<file path="config.mk">
export PLATFORM = sky130hd
export DESIGN_NAME = cl_stream_ctrl_regs_flat
export DESIGN_NICKNAME = d
export VERILOG_FILES = /design/src/rtl/cl_stream_ctrl_regs_if.sv /design/src/rtl/cl_stream_ctrl_regs.sv /design/src/flat_wrapper.sv
export SDC_FILE = /design/constraint.sdc
export NUM_CORES = 1
export LEC_CHECK = 0
export CAP_MARGIN = 0
export CORE_ASPECT_RATIO = 0.6
export CORE_MARGIN = 4
export CORE_UTILIZATION = 53
export DETAILED_ROUTE_END_ITERATION = 6
export GPL_TIMING_DRIVEN = 0
export PLACE_DENSITY = 0.71
export SLEW_MARGIN = 20
export SYNTH_ARGS = -nofsm -noshare
export SYNTH_HDL_FRONTEND = slang
export SYNTH_SLANG_ARGS = --single-unit
</file>
<file path="constraint.sdc">
create_clock -name clk -period 3.3 [get_ports clk]
set_input_delay 0.495 -clock clk [delete_from_list [all_inputs] [get_ports clk]]
set_output_delay 0.495 -clock clk [all_outputs]
set_load 0.02 [all_outputs]
</file>
<file path="src/rtl/cl_stream_ctrl_regs_if.sv">
`timescale 1ns/1ps
`default_nettype none
// +--------------------------------------------------------------------------+
// | Module  : cl_stream_ctrl_regs_if                                         |
// | Brief   : cfg_bus pulse/ack interface between OCL slave and reg block.   |
// | Revision: 1.0  initial release                                           |
// +--------------------------------------------------------------------------+
interface cl_stream_ctrl_regs_if;
    logic [31:0] cfg_addr;
    logic [31:0] cfg_wdata;
    logic        cfg_wr;
    logic        cfg_rd;
    logic        cfg_ack;
    logic [31:0] cfg_rdata;

    modport master (
        output cfg_addr,
        output cfg_wdata,
        output cfg_wr,
        output cfg_rd,
        input  cfg_ack,
        input  cfg_rdata
    );

    modport slave (
        input  cfg_addr,
        input  cfg_wdata,
        input  cfg_wr,
        input  cfg_rd,
        output cfg_ack,
        output cfg_rdata
    );
endinterface
`default_nettype wire

</file>
<file path="src/rtl/cl_stream_ctrl_regs.sv">
`timescale 1ns/1ps
`default_nettype none
// +--------------------------------------------------------------------------+
// | Module  : cl_stream_ctrl_regs                                            |
// | Brief   : cfg_bus register slave owning the streaming start/abort/timeout|
// |           FSM and its saturating cycle/beat counters.                    |
// | Revision: 1.0  initial release                                           |
// +--------------------------------------------------------------------------+
module cl_stream_ctrl_regs #(
    parameter int unsigned CNT_W       = 32,
    parameter logic [31:0] TIMEOUT_RST = 32'h0,
    parameter logic [31:0] BAD_RDATA   = 32'hDEAD_BEEF
) (
    input  wire logic            clk,
    input  wire logic            sync_rst_n,
    cl_stream_ctrl_regs_if.slave cfg,
    input  wire logic            set_streaming_finished,
    input  wire logic            stream_beat,
    output logic                 streaming_active,
    output logic                 stream_start,
    output logic                 stream_abort
);

    localparam logic [5:0] c_IDX_CTRL    = 6'h00;
    localparam logic [5:0] c_IDX_STATUS  = 6'h01;
    localparam logic [5:0] c_IDX_CYCLE   = 6'h02;
    localparam logic [5:0] c_IDX_BEAT    = 6'h03;
    localparam logic [5:0] c_IDX_TIMEOUT = 6'h04;
    localparam logic [5:0] c_IDX_SCRATCH = 6'h05;

    typedef enum logic [0:0] {
        ST_IDLE   = 1'b0,
        ST_ACTIVE = 1'b1
    } state_t;

    state_t            r_state;
    state_t            w_state_nxt;

    logic              r_req_wr;
    logic              r_req_rd;
    logic [5:0]        r_req_idx;
    logic [31:0]       r_req_wdata;

    logic              r_ack;
    logic [31:0]       r_rdata;
    logic              r_start_pls;
    logic              r_abort_pls;

    logic              r_done;
    logic              r_timeout_flg;
    logic              r_start_err;
    logic [31:0]       r_timeout;
    logic [31:0]       r_scratch;
    logic [CNT_W-1:0]  r_cycle_cnt;
    logic [CNT_W-1:0]  r_beat_cnt;

    logic              w_req;
    logic              w_ctrl_wr;
    logic              w_status_wr;
    logic              w_start_wr;
    logic              w_abort_wr;
    logic              w_is_active;
    logic [31:0]       w_cycle_ext;
    logic [31:0]       w_beat_ext;
    logic [32:0]       w_cycle_nxt_ext;
    logic              w_to_hit;
    logic [CNT_W-1:0]  w_cycle_inc;
    logic [CNT_W-1:0]  w_beat_inc;
    logic [31:0]       w_rdata;

    logic              w_start_fire;
    logic              w_abort_fire;
    logic              w_done_set;
    logic              w_to_set;
    logic              w_err_set;

    logic              w_unused_addr;

    assign w_unused_addr = ^{cfg.cfg_addr[31:8], cfg.cfg_addr[1:0]};

    // Requests are captured at one edge and committed (ack, rdata, writes) at the next.
    assign w_req       = r_req_wr | r_req_rd;
    assign w_ctrl_wr   = r_req_wr && (r_req_idx == c_IDX_CTRL);
    assign w_status_wr = r_req_wr && (r_req_idx == c_IDX_STATUS);
    assign w_start_wr  = w_ctrl_wr && r_req_wdata[0];
    assign w_abort_wr  = w_ctrl_wr && r_req_wdata[1];
    assign w_is_active = (r_state == ST_ACTIVE);

    assign w_cycle_ext     = 32'(r_cycle_cnt);
    assign w_beat_ext      = 32'(r_beat_cnt);
    assign w_cycle_nxt_ext = {1'b0, w_cycle_ext} + 33'd1;
    assign w_to_hit        = (r_timeout != 32'd0) && (w_cycle_nxt_ext == {1'b0, r_timeout});

    assign w_cycle_inc = (&r_cycle_cnt) ? r_cycle_cnt : r_cycle_cnt + CNT_W'(1);
    assign w_beat_inc  = (&r_beat_cnt)  ? r_beat_cnt  : r_beat_cnt  + CNT_W'(1);

    always_comb begin
        w_rdata = BAD_RDATA;
        case (r_req_idx)
            c_IDX_CTRL:    w_rdata = {31'b0, w_is_active};
            c_IDX_STATUS:  w_rdata = {28'b0, r_start_err, r_timeout_flg, r_done, w_is_active};
            c_IDX_CYCLE:   w_rdata = w_cycle_ext;
            c_IDX_BEAT:    w_rdata = w_beat_ext;
            c_IDX_TIMEOUT: w_rdata = r_timeout;
            c_IDX_SCRATCH: w_rdata = r_scratch;
            default:       w_rdata = BAD_RDATA;
        endcase
    end

    // Exit priority in ACTIVE: finish > timeout > ABORT write.
    always_comb begin
        w_state_nxt  = r_state;
        w_start_fire = 1'b0;
        w_abort_fire = 1'b0;
        w_done_set   = 1'b0;
        w_to_set     = 1'b0;
        w_err_set    = 1'b0;
        case (r_state)
            ST_IDLE: begin
                if (w_start_wr && !w_abort_wr) begin
                    w_state_nxt  = ST_ACTIVE;
                    w_start_fire = 1'b1;
                end
            end
            ST_ACTIVE: begin
                w_err_set = w_start_wr;
                if (set_streaming_finished) begin
                    w_state_nxt = ST_IDLE;
                    w_done_set  = 1'b1;
                end else if (w_to_hit) begin
                    w_state_nxt  = ST_IDLE;
                    w_to_set     = 1'b1;
                    w_abort_fire = 1'b1;
                end else if (w_abort_wr) begin
                    w_state_nxt  = ST_IDLE;
                    w_abort_fire = 1'b1;
                end
            end
            default: w_state_nxt = ST_IDLE;
        endcase
    end

    always_ff @(posedge clk or negedge sync_rst_n) begin
        if (!sync_rst_n) begin
            r_state <= ST_IDLE;
        end else begin
            r_state <= w_state_nxt;
        end
    end

    always_ff @(posedge clk or negedge sync_rst_n) begin
        if (!sync_rst_n) begin
            r_req_wr      <= 1'b0;
            r_req_rd      <= 1'b0;
            r_req_idx     <= 6'h00;
            r_req_wdata   <= 32'h0;
            r_ack         <= 1'b0;
            r_rdata       <= 32'h0;
            r_start_pls   <= 1'b0;
            r_abort_pls   <= 1'b0;
            r_done        <= 1'b0;
            r_timeout_flg <= 1'b0;
            r_start_err   <= 1'b0;
            r_timeout     <= TIMEOUT_RST;
            r_scratch     <= 32'h0;
            r_cycle_cnt   <= '0;
            r_beat_cnt    <= '0;
        end else begin
            r_req_wr    <= cfg.cfg_wr;
            r_req_rd    <= cfg.cfg_rd;
            r_req_idx   <= cfg.cfg_addr[7:2];
            r_req_wdata <= cfg.cfg_wdata;

            r_ack   <= w_req;
            r_rdata <= r_req_rd ? w_rdata : 32'h0;

            r_start_pls <= w_start_fire;
            r_abort_pls <= w_abort_fire;

            // A flag being set on the same edge as its W1C clear stays set.
            r_done        <= w_done_set | (r_done        & ~(w_status_wr & r_req_wdata[1]));
            r_timeout_flg <= w_to_set   | (r_timeout_flg & ~(w_status_wr & r_req_wdata[2]));
            r_start_err   <= w_err_set  | (r_start_err   & ~(w_status_wr & r_req_wdata[3]));

            if (r_req_wr && (r_req_idx == c_IDX_TIMEOUT)) begin
                r_timeout <= r_req_wdata;
            end
            if (r_req_wr && (r_req_idx == c_IDX_SCRATCH)) begin
                r_scratch <= r_req_wdata;
            end

            if (w_start_fire) begin
                r_cycle_cnt <= '0;
                r_beat_cnt  <= '0;
            end else if (w_is_active) begin
                r_cycle_cnt <= w_cycle_inc;
                if (stream_beat) begin
                    r_beat_cnt <= w_beat_inc;
                end
            end
        end
    end

    assign cfg.cfg_ack       = r_ack;
    assign cfg.cfg_rdata     = r_rdata;
    assign streaming_active  = w_is_active;
    assign stream_start      = r_start_pls;
    assign stream_abort      = r_abort_pls;

endmodule
`default_nettype wire

</file>
<file path="src/flat_wrapper.sv">
// flat-port wrapper written by rule: the top's interface ports become plain ports
module cl_stream_ctrl_regs_flat 
#(
    parameter int unsigned CNT_W       = 32,
    parameter logic [31:0] TIMEOUT_RST = 32'h0,
    parameter logic [31:0] BAD_RDATA   = 32'hDEAD_BEEF
)
  (clk, sync_rst_n, set_streaming_finished, stream_beat, streaming_active, stream_start, stream_abort, cfg_cfg_addr, cfg_cfg_wdata, cfg_cfg_wr, cfg_cfg_rd, cfg_cfg_ack, cfg_cfg_rdata);
  cl_stream_ctrl_regs_if cfg_i ();
  input  wire logic clk;
  input  wire logic sync_rst_n;
  input  wire logic set_streaming_finished;
  input  wire logic stream_beat;
  output logic streaming_active;
  output logic stream_start;
  output logic stream_abort;
  input wire logic [$bits(cfg_i.cfg_addr)-1:0] cfg_cfg_addr;
  input wire logic [$bits(cfg_i.cfg_wdata)-1:0] cfg_cfg_wdata;
  input wire logic [$bits(cfg_i.cfg_wr)-1:0] cfg_cfg_wr;
  input wire logic [$bits(cfg_i.cfg_rd)-1:0] cfg_cfg_rd;
  output wire logic [$bits(cfg_i.cfg_ack)-1:0] cfg_cfg_ack;
  output wire logic [$bits(cfg_i.cfg_rdata)-1:0] cfg_cfg_rdata;
  assign cfg_i.cfg_addr = cfg_cfg_addr;
  assign cfg_i.cfg_wdata = cfg_cfg_wdata;
  assign cfg_i.cfg_wr = cfg_cfg_wr;
  assign cfg_i.cfg_rd = cfg_cfg_rd;
  assign cfg_cfg_ack = cfg_i.cfg_ack;
  assign cfg_cfg_rdata = cfg_i.cfg_rdata;
  cl_stream_ctrl_regs #(.CNT_W(CNT_W), .TIMEOUT_RST(TIMEOUT_RST), .BAD_RDATA(BAD_RDATA)) u_core (.clk(clk), .sync_rst_n(sync_rst_n), .cfg(cfg_i), .set_streaming_finished(set_streaming_finished), .stream_beat(stream_beat), .streaming_active(streaming_active), .stream_start(stream_start), .stream_abort(stream_abort));
endmodule
</file>
==> metrics <==
M1 wire length=~14000 µm; R2R depth=10; clock root cell=clkbuf_16; fraction of registers with async set/reset=100%; final setup skew=approximately 20 ps; Syn. warnings=0; Hold Path Sink=u_core.r_req_idx[4]; Post-synth EDFFs=0; switching power=1510 µW; Residual DRC=0; pin count of the biggest net entering global routing=88; DR WL/cell=around 22 µm; detailed placer's ending HPWL=21900 µm; Hold Path Depth=1; final-report setup violation count=0; Synth Area per Inst=10.4 µm²; Power per Cell Area=approximately 500 nW/µm²; Finished Layout Cells=~1300; total power draw=5850 µW; vias per cell=6.15; die width=186 µm; worst r2r src=u_core.r_cycle_cnt[0]; fillcell total=roughly 1500; met2 WL post-DR=between 10000 and 15000 µm; Initial Util=55.0%; status=finished, final reports clean; global-route wire length before repair=45600 µm; Clock Power Share=39.2%; synthesized area=10100 µm²; cell count after synthesis=970; Reg2Reg Setup Slack=120 ps; Max Freq=roughly 310 MHz; CTS tree=built; Hold WC Path Type=in -> reg; n_diodes=0; final wirelength=roughly 29000 µm; Crit Path Max Fanout=8; initial antenna violation count=0; Max clock buf depth=3; Clk Latency, worst-skew pair=500 ps; DR iter-0 viols=978; clk sinks=207; Worst Path Arrival=3560 ps; Clock H-tree levels=1; first-pass iteration count of the detailed router=7; hold_sp=cfg_cfg_addr[6]; Reg clk slew, reported paths=70 ps; total track usage=between 20% and 30%; commonest cells after routing, fill and taps aside=dfrtp_1 (207), nor2_1 (92), clkdlybuf4s50_1 (78); Critical Path End Type=register; fin crit share=96.4%; Syn Nets=1042; Net Sw Frac=25.7%; cell internal pwr=between 4000 and 5000 µW; CTS Buf Count=20; final instance area=approximately 12000 µm²; vias in the first global route=7717; met3 routed WL=2950 µm; Die ar.=21400 µm²; Die Y=~120 µm; top_reg_cell synth=dfrtp_1; crit path launch type=register; placed instance area=11300 µm²; Routed Antenna Nets=0; area grow syn2layout=18.9%; leakage=approximately 0.0052 µW; Comb power frac=11.9%; vias=8167; Seq pwr share=49.0%; Cell variety after synth=just under 60; area occupied by registers=a little over 5000 µm²; area of the multi-input gates=4720 µm²; placed insts=about 1300; RSZ-0062 raised after global routing=false; I/O pin count=106; post-synthesis sequential area ratio=51.2%; maximum vdd drop=353 µV; critical path class=reg -> reg; Core Rows=38; final hold violation count=0; #FFs+latches synth=207; minimum clock period=3180 ps; max-slew violations=0; Least-Margin Pin Slew=848 ps; highest metal used=met4; proportion of layout cells with a drive suffix above 1=between 10% and 20%; leading cell type in the layout, fill and taps excluded=dfrtp_1; Nets=~1100; Slew headroom=a little over two fifths; core box area=18400 µm²; Worst EP required=3680 ps; max cap viols=0; reg-to-reg endpoint=u_core.stream_abort; total grt overflow=0; I/O Buffers=79; placer congestion estimate=0.960
-- cell usage after synthesis (3+ instances only) --
library cell	count	area, µm²
a21boi_0	21	158
a21oi_1	34	170
a22o_1	3	26.3
a22oi_1	24	180
a31oi_1	26	163
and2_1	15	93.8
and3_1	26	163
and4_1	6	52.6
buf_1	14	52.6
buf_2	9	45.0
clkbuf_1	41	154
dfrtp_1	207	5180
inv_1	9	33.8
mux2_2	65	732
mux2i_1	21	210
nand2_1	48	180
nand2b_1	4	25.0
nand3_1	29	145
nand4_1	24	150
nor2_1	94	353
nor2b_1	4	25.0
nor3_1	13	65.1
nor3b_1	3	22.5
nor4_1	17	106
nor4b_1	4	35.0
o211ai_1	5	37.5
o21a_1	4	30.0
o21ai_0	48	240
o22ai_1	11	68.8
o31ai_1	20	150
o41ai_1	3	26.3
or2_2	4	25.0
or3_1	5	31.3
xnor2_1	35	307
xor2_1	39	342
-- registers in the layout (all words and copies together), names as in the netlist, 6 cells and up --
signal,count
u_core.r_req_idx,6
u_core.r_timeout,32
u_core.r_scratch,32
u_core.r_beat_cnt,32
u_core.r_req_wdata,32
u_core.cfg.cfg_rdata,32
u_core.r_cycle_cnt,32
-- worst max-delay path: stages (launching register included) --
cell and delay, ps:
dfrtp_1 490, ha_2 320, nand4_1 240, buf_4 260
nor2_1 290, nand3_1 210, xnor2_1 250, nor4_1 240
and4_1 240, nand4_1 190, a21oi_1 330
-- layer usage --
metal	up-vias	global-route usage, %
met5	-	0
met4	0	4.97
met3	44	6.43
met2	413	37.7
met1	3995	43.5
li1	3715	-
-- kinds of logic (layout without fill, tap and decap cells) --
family / count (synthesis) / in the layout / share of synthesized area, %
buffers and inverters: 75 / 193 / 2.94
DFF: 207 / 207 / 51.2
xor gates and xnor gates: 74 / 74 / 6.41
muxes: 86 / 86 / 9.32
adders and majority gates: 3 / 3 / 0.346
and+or+nand+nor: 311 / 311 / 16.1
AOI/OAI and AO/OA: 214 / 214 / 13.7
-- final cells by class --
class	instances	area share, %
flip-flops and latches	207	43.1
multi-input cells	688	39.2
repair buffers	85	7.35
clock buffers	27	4.81
well taps	240	2.50
plain buffers	65	2.17
clock inverters	7	0.593
inverters	9	0.281
-- power groups by stage --
stage                     logic (µW)  clock network (µW)  registers (µW)
final                            695                2290            2870
after global routing             756                2440            2880
after CTS                        680                2320            2860
after detailed placement         673                   0            2900
after global placement           657                   0            2900
after floorplan                  386                   0            2870
-- per-stage QoR --
| step | setup slack [ps] | TNS [ps] | util [%] | hold slack, ps |
|---|---|---|---|---|
| 2_1_floorplan | 707 | 0 | - | 199 |
| 3_3_place_gp | -6920 | -1438590 | 60.9 | 473 |
| 3_5_place_dp | -420 | -10300 | 61.2 | 427 |
| 4_1_cts | 16.5 | 0 | 65.0 | 424 |
| 5_1_grt | 1.07 | 0 | 65.4 | 424 |
| 6_report | 118 | 0 | 65.4 | 429 |
-- how the worst max path moves through the flow --
| stage | end | slack, ps | from | cells after the start |
|---|---|---|---|---|
| CTS | u_core.r_cycle_cnt[10] | 20 | u_core.r_cycle_cnt[0] | 10 |
| global route | u_core.r_cycle_cnt[25] | 1 | u_core.r_cycle_cnt[15] | 11 |
| global placement | u_core.r_beat_cnt[11] | -6920 | sync_rst_n | 1 |
| detailed placement | u_core.r_cycle_cnt[24] | -420 | u_core.r_cycle_cnt[0] | 12 |
| finish | u_core.stream_abort | 120 | u_core.r_cycle_cnt[0] | 10 |
| floorplan | u_core.streaming_active | 710 | u_core.r_cycle_cnt[0] | 10 |
-- timing repair --
action / in CTS / in global routing
hold buffers: 1 / 0
gates cloned: 0 / 0
setup buffers: 1 / 2
hold endpoints to repair: 46 / 0
resized for setup: 6 / 12
pin swaps: 1 / 1
setup endpoints to repair: 33 / 32
Note: power is estimated with default switching activity, not from simulation.
